`src/rtl/game_state_ctrl.sv`:
```
// rtl/game_state_ctrl.sv - pacman game flow: lives, level, frightened timer, ghost collisions
// Optional GAME_EXTRA_LIFE_EN: each level clear also awards one life, saturating at MAX_LIVES.
module game_state_ctrl #(
   parameter int NUM_GHOSTS   = 2,
   parameter int INIT_LIVES   = 3,
   parameter int MAX_LIVES    = 7,
   parameter int MAX_LEVEL    = 15,
   parameter int PILL_W       = 33,
   parameter int READY_TICKS  = 120,
   parameter int DEATH_TICKS  = 90,
   parameter int CLEAR_TICKS  = 90,
   parameter int FRIGHT_TICKS = 360
) (
   input  logic                    CLOCK_50,
   input  logic                    reset,
   input  logic                    tick,
   input  logic                    start,
   input  logic                    pause,
   input  logic [5:0]              pac_x,
   input  logic [4:0]              pac_y,
   input  logic [6*NUM_GHOSTS-1:0] ghost_x,
   input  logic [5*NUM_GHOSTS-1:0] ghost_y,
   input  logic [PILL_W-1:0]       pill_count,
   input  logic                    power_pill,
   output logic                    sub_reset,
   output logic                    map_reload,
   output logic                    run_en,
   output logic                    frightened,
   output logic [NUM_GHOSTS-1:0]   ghost_eaten,
   output logic [2:0]              lives,
   output logic [3:0]              level,
   output logic [2:0]              state,
   output logic                    game_over
);

   typedef enum logic [2:0] {
      S_IDLE  = 3'd0,
      S_READY = 3'd1,
      S_PLAY  = 3'd2,
      S_DEATH = 3'd3,
      S_CLEAR = 3'd4,
      S_OVER  = 3'd5
   } state_t;

   localparam int TICK_MAX_RD = (READY_TICKS > DEATH_TICKS) ? READY_TICKS : DEATH_TICKS;
   localparam int TICK_MAX    = (TICK_MAX_RD > CLEAR_TICKS) ? TICK_MAX_RD : CLEAR_TICKS;
   localparam int CNT_W       = $clog2(TICK_MAX + 1);
   localparam int FR_W        = $clog2(FRIGHT_TICKS + 1);

   state_t                  cur_state, next_state;
   logic [CNT_W-1:0]        tick_cnt;
   logic [FR_W-1:0]         fright_cnt;
   logic                    start_q;
   logic                    start_rise;
   logic [NUM_GHOSTS-1:0]   hit, hit_q, eat;
   logic                    load_game, level_up, lose_life;
   logic                    timed_state;

   assign start_rise  = start & ~start_q;
   assign sub_reset   = (cur_state != S_PLAY);
   assign run_en      = (cur_state == S_PLAY) && !pause;
   assign game_over   = (cur_state == S_OVER);
   assign frightened  = (fright_cnt != '0);
   assign state       = cur_state;
   assign timed_state = (cur_state == S_READY) || (cur_state == S_DEATH) || (cur_state == S_CLEAR);

   always_comb begin
      hit = '0;
      for (int i = 0; i < NUM_GHOSTS; i++) begin
         hit[i] = (ghost_x[6*i +: 6] == pac_x) && (ghost_y[5*i +: 5] == pac_y);
      end
   end

   always_ff @(posedge CLOCK_50 or posedge reset) begin
      if (reset) begin
         cur_state <= S_IDLE;
      end else begin
         cur_state <= next_state;
      end
   end

   always_comb begin
      next_state = cur_state;
      load_game  = 1'b0;
      level_up   = 1'b0;
      lose_life  = 1'b0;
      eat        = '0;
      case (cur_state)
         S_IDLE: begin
            if (start_rise) begin
               next_state = S_READY;
               load_game  = 1'b1;
            end
         end
         S_READY: begin
            if (tick && tick_cnt == CNT_W'(READY_TICKS - 1)) next_state = S_PLAY;
         end
         S_PLAY: begin
            // level clear outranks a fatal collision in the same cycle
            if (!pause) begin
               if (pill_count == '0) begin
                  next_state = S_CLEAR;
               end else if ((|hit) && !frightened) begin
                  next_state = S_DEATH;
                  lose_life  = 1'b1;
               end else if (frightened) begin
                  eat = hit & ~hit_q;
               end
            end
         end
         S_DEATH: begin
            if (tick && tick_cnt == CNT_W'(DEATH_TICKS - 1))
               next_state = (lives == 3'd0) ? S_OVER : S_READY;
         end
         S_CLEAR: begin
            if (tick && tick_cnt == CNT_W'(CLEAR_TICKS - 1)) begin
               next_state = S_READY;
               level_up   = 1'b1;
            end
         end
         S_OVER: begin
            if (start_rise) next_state = S_IDLE;
         end
         default: next_state = S_IDLE;
      endcase
   end

   always_ff @(posedge CLOCK_50 or posedge reset) begin
      if (reset) begin
         start_q     <= 1'b0;
         map_reload  <= 1'b0;
         ghost_eaten <= '0;
         tick_cnt    <= '0;
         fright_cnt  <= '0;
         hit_q       <= '0;
         lives       <= 3'd0;
         level       <= 4'd0;
      end else begin
         start_q     <= start;
         map_reload  <= load_game | level_up;
         ghost_eaten <= eat;

         if (next_state != cur_state)
            tick_cnt <= '0;
         else if (tick && timed_state)
            tick_cnt <= tick_cnt + CNT_W'(1);

         // a fresh power pill restarts the timer even if it is already running
         if (next_state != S_PLAY)
            fright_cnt <= '0;
         else if (!pause && power_pill)
            fright_cnt <= FR_W'(FRIGHT_TICKS);
         else if (!pause && tick && fright_cnt != '0)
            fright_cnt <= fright_cnt - FR_W'(1);

         if (cur_state != S_PLAY)
            hit_q <= '0;
         else if (!pause)
            hit_q <= hit;

         if (load_game)
            lives <= 3'(INIT_LIVES);
         else if (lose_life && lives != 3'd0)
            lives <= lives - 3'd1;
`ifdef GAME_EXTRA_LIFE_EN
         else if (level_up && lives != 3'(MAX_LIVES))
            lives <= lives + 3'd1;
`endif

         if (load_game)
            level <= 4'd1;
         else if (level_up && level != 4'(MAX_LEVEL))
            level <= level + 4'd1;
      end
   end

endmodule

```
`config.mk`:
```
export PLATFORM = sky130hd
export DESIGN_NAME = game_state_ctrl
export DESIGN_NICKNAME = d
export VERILOG_FILES = /design/src/rtl/game_state_ctrl.sv
export SDC_FILE = /design/constraint.sdc
export NUM_CORES = 1
export LEC_CHECK = 0
export ABC_AREA = 1
export CORE_MARGIN = 2
export CORE_UTILIZATION = 45
export DETAILED_ROUTE_END_ITERATION = 10
export HOLD_SLACK_MARGIN = 0.05
export PLACE_DENSITY = 0.82
export SYNTH_ARGS = -nofsm -noshare
export SYNTH_HDL_FRONTEND = slang
export SYNTH_SLANG_ARGS = --single-unit
```
`constraint.sdc`:
```
create_clock -name CLOCK_50 -period 1.9 [get_ports CLOCK_50]
set_input_delay 0.285 -clock CLOCK_50 [delete_from_list [all_inputs] [get_ports CLOCK_50]]
set_output_delay 0.285 -clock CLOCK_50 [all_outputs]
set_load 0.005 [all_outputs]
```
==> results.md, run 1 <==
- Final setup vio count: 0
- Met1 usage: 26.0%
- WP data required: 1.62 ns
- Die Ht: 75.9 µm
- Final count of hold timing violations: 0
- Power density cells: 536 nW/µm²
- Fmax achieved: about 550 MHz
- Met3 GRT Util: 4.37%
- Predominant post-synthesis flop cell: dfrtp_1
- Crit. End Element: output pin
- Synthesized area: 2330 µm²
- Yosys cell types: 30
- Slew Viols, Final: 0
- Status: complete, no violations
- Worst EP arrival: 1.53 ns
- Placed inst area: 3390 µm²
- Vias: 2425
- Fin cells: about 520
- Vias per cell: ~4.7
- Worst VDD drop: between 0.4 and 0.5 mV
- Crit path max fanout: 3
- Port bufs: just under 90
- Crit path launch type: register
- # Max-Cap Violations: 0
- Sequential share of the synthesized area: 34.4%
- Core Rows: 26
- Yosys warning count: 0
- Worst-margin pin slew: 0.424 ns
- Clock Latency Late Sink: 0.29 ns
- Busiest layer in global routing: met2
- Met2 Usage GRT: 37.5%
- Drt wl/cell: 11.6 µm
- Mapped Cells: 328
- Post-CTS Hold Fix Bufs: 0
- Die ar.: between 5000 and 6000 µm²
- Clock Tree Buf Depth: 2
- TNS Setup: 0 ns
- RD Place Congestion: 0.866
- Layout cells sized above 1: between 10% and 20%
- Vias in the first global route: 2368
- Initial antenna violation count: 0
- Syn Area/Cell: between 7 and 8 µm²
- Largest net degree at the start of global routing: 33
- Initial Util: between 40% and 50%
- Antenna viol nets, final: 0
- TritonCTS Buffers: 5
- Fin util: between 70% and 80%
- Clock Pin Slew Worst Setup and Hold Paths: 0.08 ns
- Final WL: 6010 µm
- Crit Path Class: register to output pin
- Final period utilization: a little over nine tenths
- Overall Global Routing Usage: 21.5%
- Syn_nets: 407
- Core box area: approximately 5000 µm²
- Final Cell Area: approximately 3600 µm²
- CTS tree: yes
- Grt ovf: 0
- HP Class: input pin to async pin
- EDFF count, synth: 0
- Post-layout min period: 1.81 ns
- #FFs+latches synth: 32
- Static Leakage: 1.77 nW
- # diodes: 0
- First drt pass iteration count: 4
- H-tree Lvls: 2
- Hpwl dp: 4820 µm
- Post-synth ARST share: 100%
- Drt drc: 0
- Ports: 89
- Clock Tree Root: clkbuf_8
- Worst Skew: 0.0125 ns
- Clock Sinks: 32
- P&R area growth vs syn: 54.6%
- Inst Count DP: 499
- First-pass GRT wire length: 9610 µm
- Die X: about 76 µm
- Final net count: ~530
- Relative slew slack: 71.7%
- Initial drt markers: 126
[repair_timing]
item | 4_1_cts | 5_1_grt
endpoints found under the setup margin | 3 | 19
buffers inserted | 6 | 4
resized for setup | 4 | 6
pin swaps | 1 | 2
[stage by stage]
stage / setup WS, ns / power [mW] / hold WS [ns]
after floorplan: 0.319 / 1.02 / 0.316
after global placement: -0.0286 / 1.25 / 0.417
after detailed placement: -0.0821 / 1.27 / 0.430
after CTS: 0.00247 / 1.94 / 0.391
after global routing: -0.0148 / 2.03 / 0.450
final: 0.0852 / 1.93 / 0.384
[layout by cell type, fill, tap and decap left out, drive strengths merged]
cell / n
nand4: 3
clkbuf: 5
or2: 2
clkdlybuf4s50: 84
inv: 49
dlymetal6s2s: 2
o22ai: 2
nand3: 22
ha: 7
dlygate4sd2: 2
clkinv: 1
xnor2: 14
xor2: 11
o211ai: 2
o21a: 1
nand2: 86
dfrtp: 32
bufinv: 1
buf: 23
o21bai: 1
nor2: 66
a21oi: 10
o21ai: 10
nor3: 10
clkinvlp: 1
[sequential cells by signal (all words and copies together) (netlist names)]
register,cells
fright_cnt,9
ghost_eaten,2
hit_q,2
level,4
lives,3
map_reload,1
start_q,1
state,3
tick_cnt,7
[power breakdown]
part | leakage [nW] | switching, mW | internal, mW
Combinational | 1.30 | 0.202 | 0.276
Clock | 0.0541 | 0.273 | 0.388
Sequential | 0.419 | 0.0577 | 0.732
Total | 1.77 | 0.533 | 1.40
[path summary, 6_finish.rpt]
path / slack [ns] / from / depth (start not counted) / end
hold / removal: 0.38 / reset / 3 / lives[2]
setup reg to reg: 0.13 / fright_cnt[1] / 11 / lives[0]
hold reg to reg: 0.44 / hit_q[1] / 1 / ghost_eaten[1]
max in group asynchronous: 1.20 / reset / 3 / state[1]
min in group CLOCK_50: 0.44 / hit_q[1] / 1 / ghost_eaten[1]
setup / recovery: 0.09 / fright_cnt[1] / 6 / frightened
[layer usage]
layer / vias up / wire, µm / part of all wire (%)
met3: 12 / 318 / 5.3
met5: - / 0 / 0
met2: 69 / 3040 / 50
li1: 1248 / - / -
met4: 0 / 113 / 1.9
met1: 1096 / 2550 / 42
[critical path: stages (launching register included)]
cell           delay [ns]
dfrtp_1              0.41
inv_1                0.10
ha_1                 0.15
nand3_1              0.12
nor2_4               0.14
inv_1                0.06
dlygate4sd2_1        0.27
[cell families (layout without fill, tap and decap cells)]
family | count (synthesis) | count (layout) | share of synthesized area (%)
fa+ha+maj | 7 | 7 | 3.77
compound gates | 26 | 26 | 6.94
flops | 32 | 32 | 34.4
buf+inv | 49 | 168 | 7.91
simple gates | 189 | 189 | 37.5
xor+xnor | 25 | 25 | 9.41
[final cells by class]
type,instances,area [µm²]
Clock buffer,5,68.8
Sequential cell,32,802
Fill cell,414,1450
Clock inverter,3,42.5
Inverter,49,184
Multi-Input combinational cell,247,1360
Timing Repair Buffer,111,1060
Tap cell,70,87.6
[synth_stat cells (2+ instances only)]
cell / number / share of area, %
nand3_1: 20 / 4.3
nand4_1: 3 / 0.81
nor3_1: 6 / 1.3
nor2_1: 56 / 9.0
nand3_2: 2 / 0.86
xnor2_1: 14 / 5.3
inv_1: 43 / 6.9
xor2_1: 11 / 4.1
ha_1: 7 / 3.8
nor2_4: 5 / 2.4
nor2_2: 5 / 1.3
o21ai_0: 7 / 1.5
o22ai_1: 2 / 0.54
a21oi_1: 8 / 1.7
nor3_2: 3 / 1.3
dfrtp_1: 32 / 34
o21ai_1: 2 / 0.43
inv_2: 6 / 0.97
nand2_2: 7 / 1.9
o211ai_1: 2 / 0.65
nand2_1: 78 / 13
(Power assumes the default switching activity.)
==> run 2, diff against run 1 <==
--- a/config.mk
+++ b/config.mk
@@ -6,6 +6,7 @@
 export NUM_CORES = 1
 export LEC_CHECK = 0
 export ABC_AREA = 1
+export CORE_ASPECT_RATIO = 1.1
 export CORE_MARGIN = 2
 export CORE_UTILIZATION = 45
 export DETAILED_ROUTE_END_ITERATION = 10
==> run 2 against run 1 <==
  * Clock power down 18%
  * Utilization up 0.41 points
  * Worst setup slack worse by 0.022 ns
  * Die area about the same
  * Critical path depth down 4
  * Combinational power up 13%
  * Total power down 2.6%
  * Worst hold slack worse by 0.00055 ns
==> results.md, run 2 (synthesis results as in run 1) <==
- Status: complete, no violations
- Final count of hold timing violations: 0
- Slew Viols, Final: 0
- Worst Skew: around 0.0043 ns
- Drt drc: 0
- Worst VDD drop: 0.364 mV
- Worst EP arrival: 1.55 ns
- Post-layout min period: 1.84 ns
- Die ar.: around 5800 µm²
- Overall Global Routing Usage: approximately 23%
- Clock Sinks: 32
- TNS Setup: 0 ns
- Critical R2R Launch: tick_cnt[0]
- Max reg flops: 9
- Top flop regs: fright_cnt x9, tick_cnt x7, level x4
- Most frequent cells in the layout: clkdlybuf4s50_1 (86), nand2_1 (77), nor2_1 (54)
- Pwr Total: around 1.9 mW
- Post-CTS Hold Fix Bufs: 0
- Crit. End Element: output pin
- Fin util: between 70% and 80%
- # diodes: 0
- Core box area: 5000 µm²
- Cells on worst reg2reg path: 11
- Final period utilization: 96.7%
- Clock Tree Buf Depth: 2
- CTS tree: yes
- Top reg by flops: fright_cnt
- Worst-margin pin slew: 0.414 ns
- P&R area growth vs syn: 54.2%
- Hpwl dp: 4800 µm
- RD Place Congestion: 0.838
- Die X: 72.6 µm
- Commonest non-fill, non-tap cell in the layout: clkdlybuf4s50_1
- Ports: 89
- Grt ovf: 0
- Static Leakage: 1.72 nW
- Final Cell Area: roughly 3600 µm²
- Power density cells: 524 nW/µm²
- Port bufs: 88
- Fin Hold WS: between 0.3 and 0.4 ns
- Clock Tree Root: clkbuf_8
- Core Rows: 27
- Fmax achieved: 544 MHz
- First-pass GRT wire length: 10400 µm
- Final setup vio count: 0
- Placed inst area: 3380 µm²
- Vias per cell: about 5
- Largest net degree at the start of global routing: 33
- First drt pass iteration count: 5
- Vias in the first global route: 2517
- Clock Latency Late Sink: 0.29 ns
- R2r setup slk: roughly 0.11 ns
- Drt wl/cell: 12.3 µm
- Final WL: roughly 6200 µm
- # Max-Cap Violations: 0
- Clock Pin Slew Worst Setup and Hold Paths: around 0.060 ns
- Final net count: between 500 and 600
- CP max-delay cell: clkdlybuf4s50_1
- WP data required: 1.62 ns
- Vias: between 2k and 2.5k
- Worst r2r dst: fright_cnt[5]
- TritonCTS Buffers: 5
- HP Class: input pin to async pin
- H-tree Lvls: 2
- Relative slew slack: 72.4%
- Crit path max fanout: 7
- Initial antenna violation count: 0
- Initial Util: a little under half
- Die Ht: between 70 and 80 µm
- Layout cells sized above 1: between 10% and 20%
- Antenna viol nets, final: 0
- Crit Path Class: register to output pin
- Critical path cell sequence: nor3_4 > clkdlybuf4s50_1
- Initial drt markers: around 130
- Crit path launch type: register
- Worst path max stage delay: 0.53 ns
==> run 2: power by group <==
| group | internal, mW | leakage (nW) | total (mW) | switching, mW |
|---|---|---|---|---|
| logic | 0.312 | 1.26 | 0.540 | 0.228 |
| registers | 0.733 | 0.416 | 0.794 | 0.0613 |
| clock network | 0.295 | 0.0455 | 0.544 | 0.249 |
==> run 2: timing repair <==
item | in CTS | in global routing
resized for setup | 5 | 15
pin swaps | 1 | 5
setup endpoints to repair | 3 | 21
setup buffers | 4 | 4
==> run 2: layout make-up <==
cell class	instances	area (µm²)
multi-input cells	247	1400
clock buffers	8	90.1
inverters	49	184
flip-flops and latches	32	805
fillers	393	1410
well taps	58	72.6
repair buffers	109	1040
==> run 2: worst max path at each step <==
stage / startpoint / to / slack (ns) / depth (start not counted)
floorplan: fright_cnt[0] / fright_cnt[8] / 0.32 / 11
global placement: pill_count[11] / fright_cnt[6] / -0.01 / 12
detailed placement: pill_count[11] / fright_cnt[5] / -0.08 / 12
CTS: state[1] / game_over / 0.02 / 2
global route: fright_cnt[0] / lives[0] / -0.03 / 11
finish: state[1] / game_over / 0.06 / 2
==> run 2: stage by stage <==
step | setup WS [ns] | instances
after floorplan | 0.319 | 328
after detailed placement | -0.0785 | 487
after CTS | 0.0218 | 499
after global placement | -0.00972 | 487
final | 0.0634 | 503
after global routing | -0.0261 | 503
==> run 2: worst max-delay path, delay by kind of cell, from the launching register on <==
family	cells	cell delay (ns)
buffers and inverters	1	0.53
and+or+nand+nor	1	0.24
DFF	1	0.50
==> run 2: per-layer routing <==
metal | track usage, % | routed length (µm) | vias to the layer above
met4 | 8.70 | 187 | 0
met2 | 42.5 | 3370 | 54
met3 | 5.30 | 207 | 20
li1 | - | - | 1255
met1 | 24.2 | 2430 | 1122
met5 | 0 | 0 | -
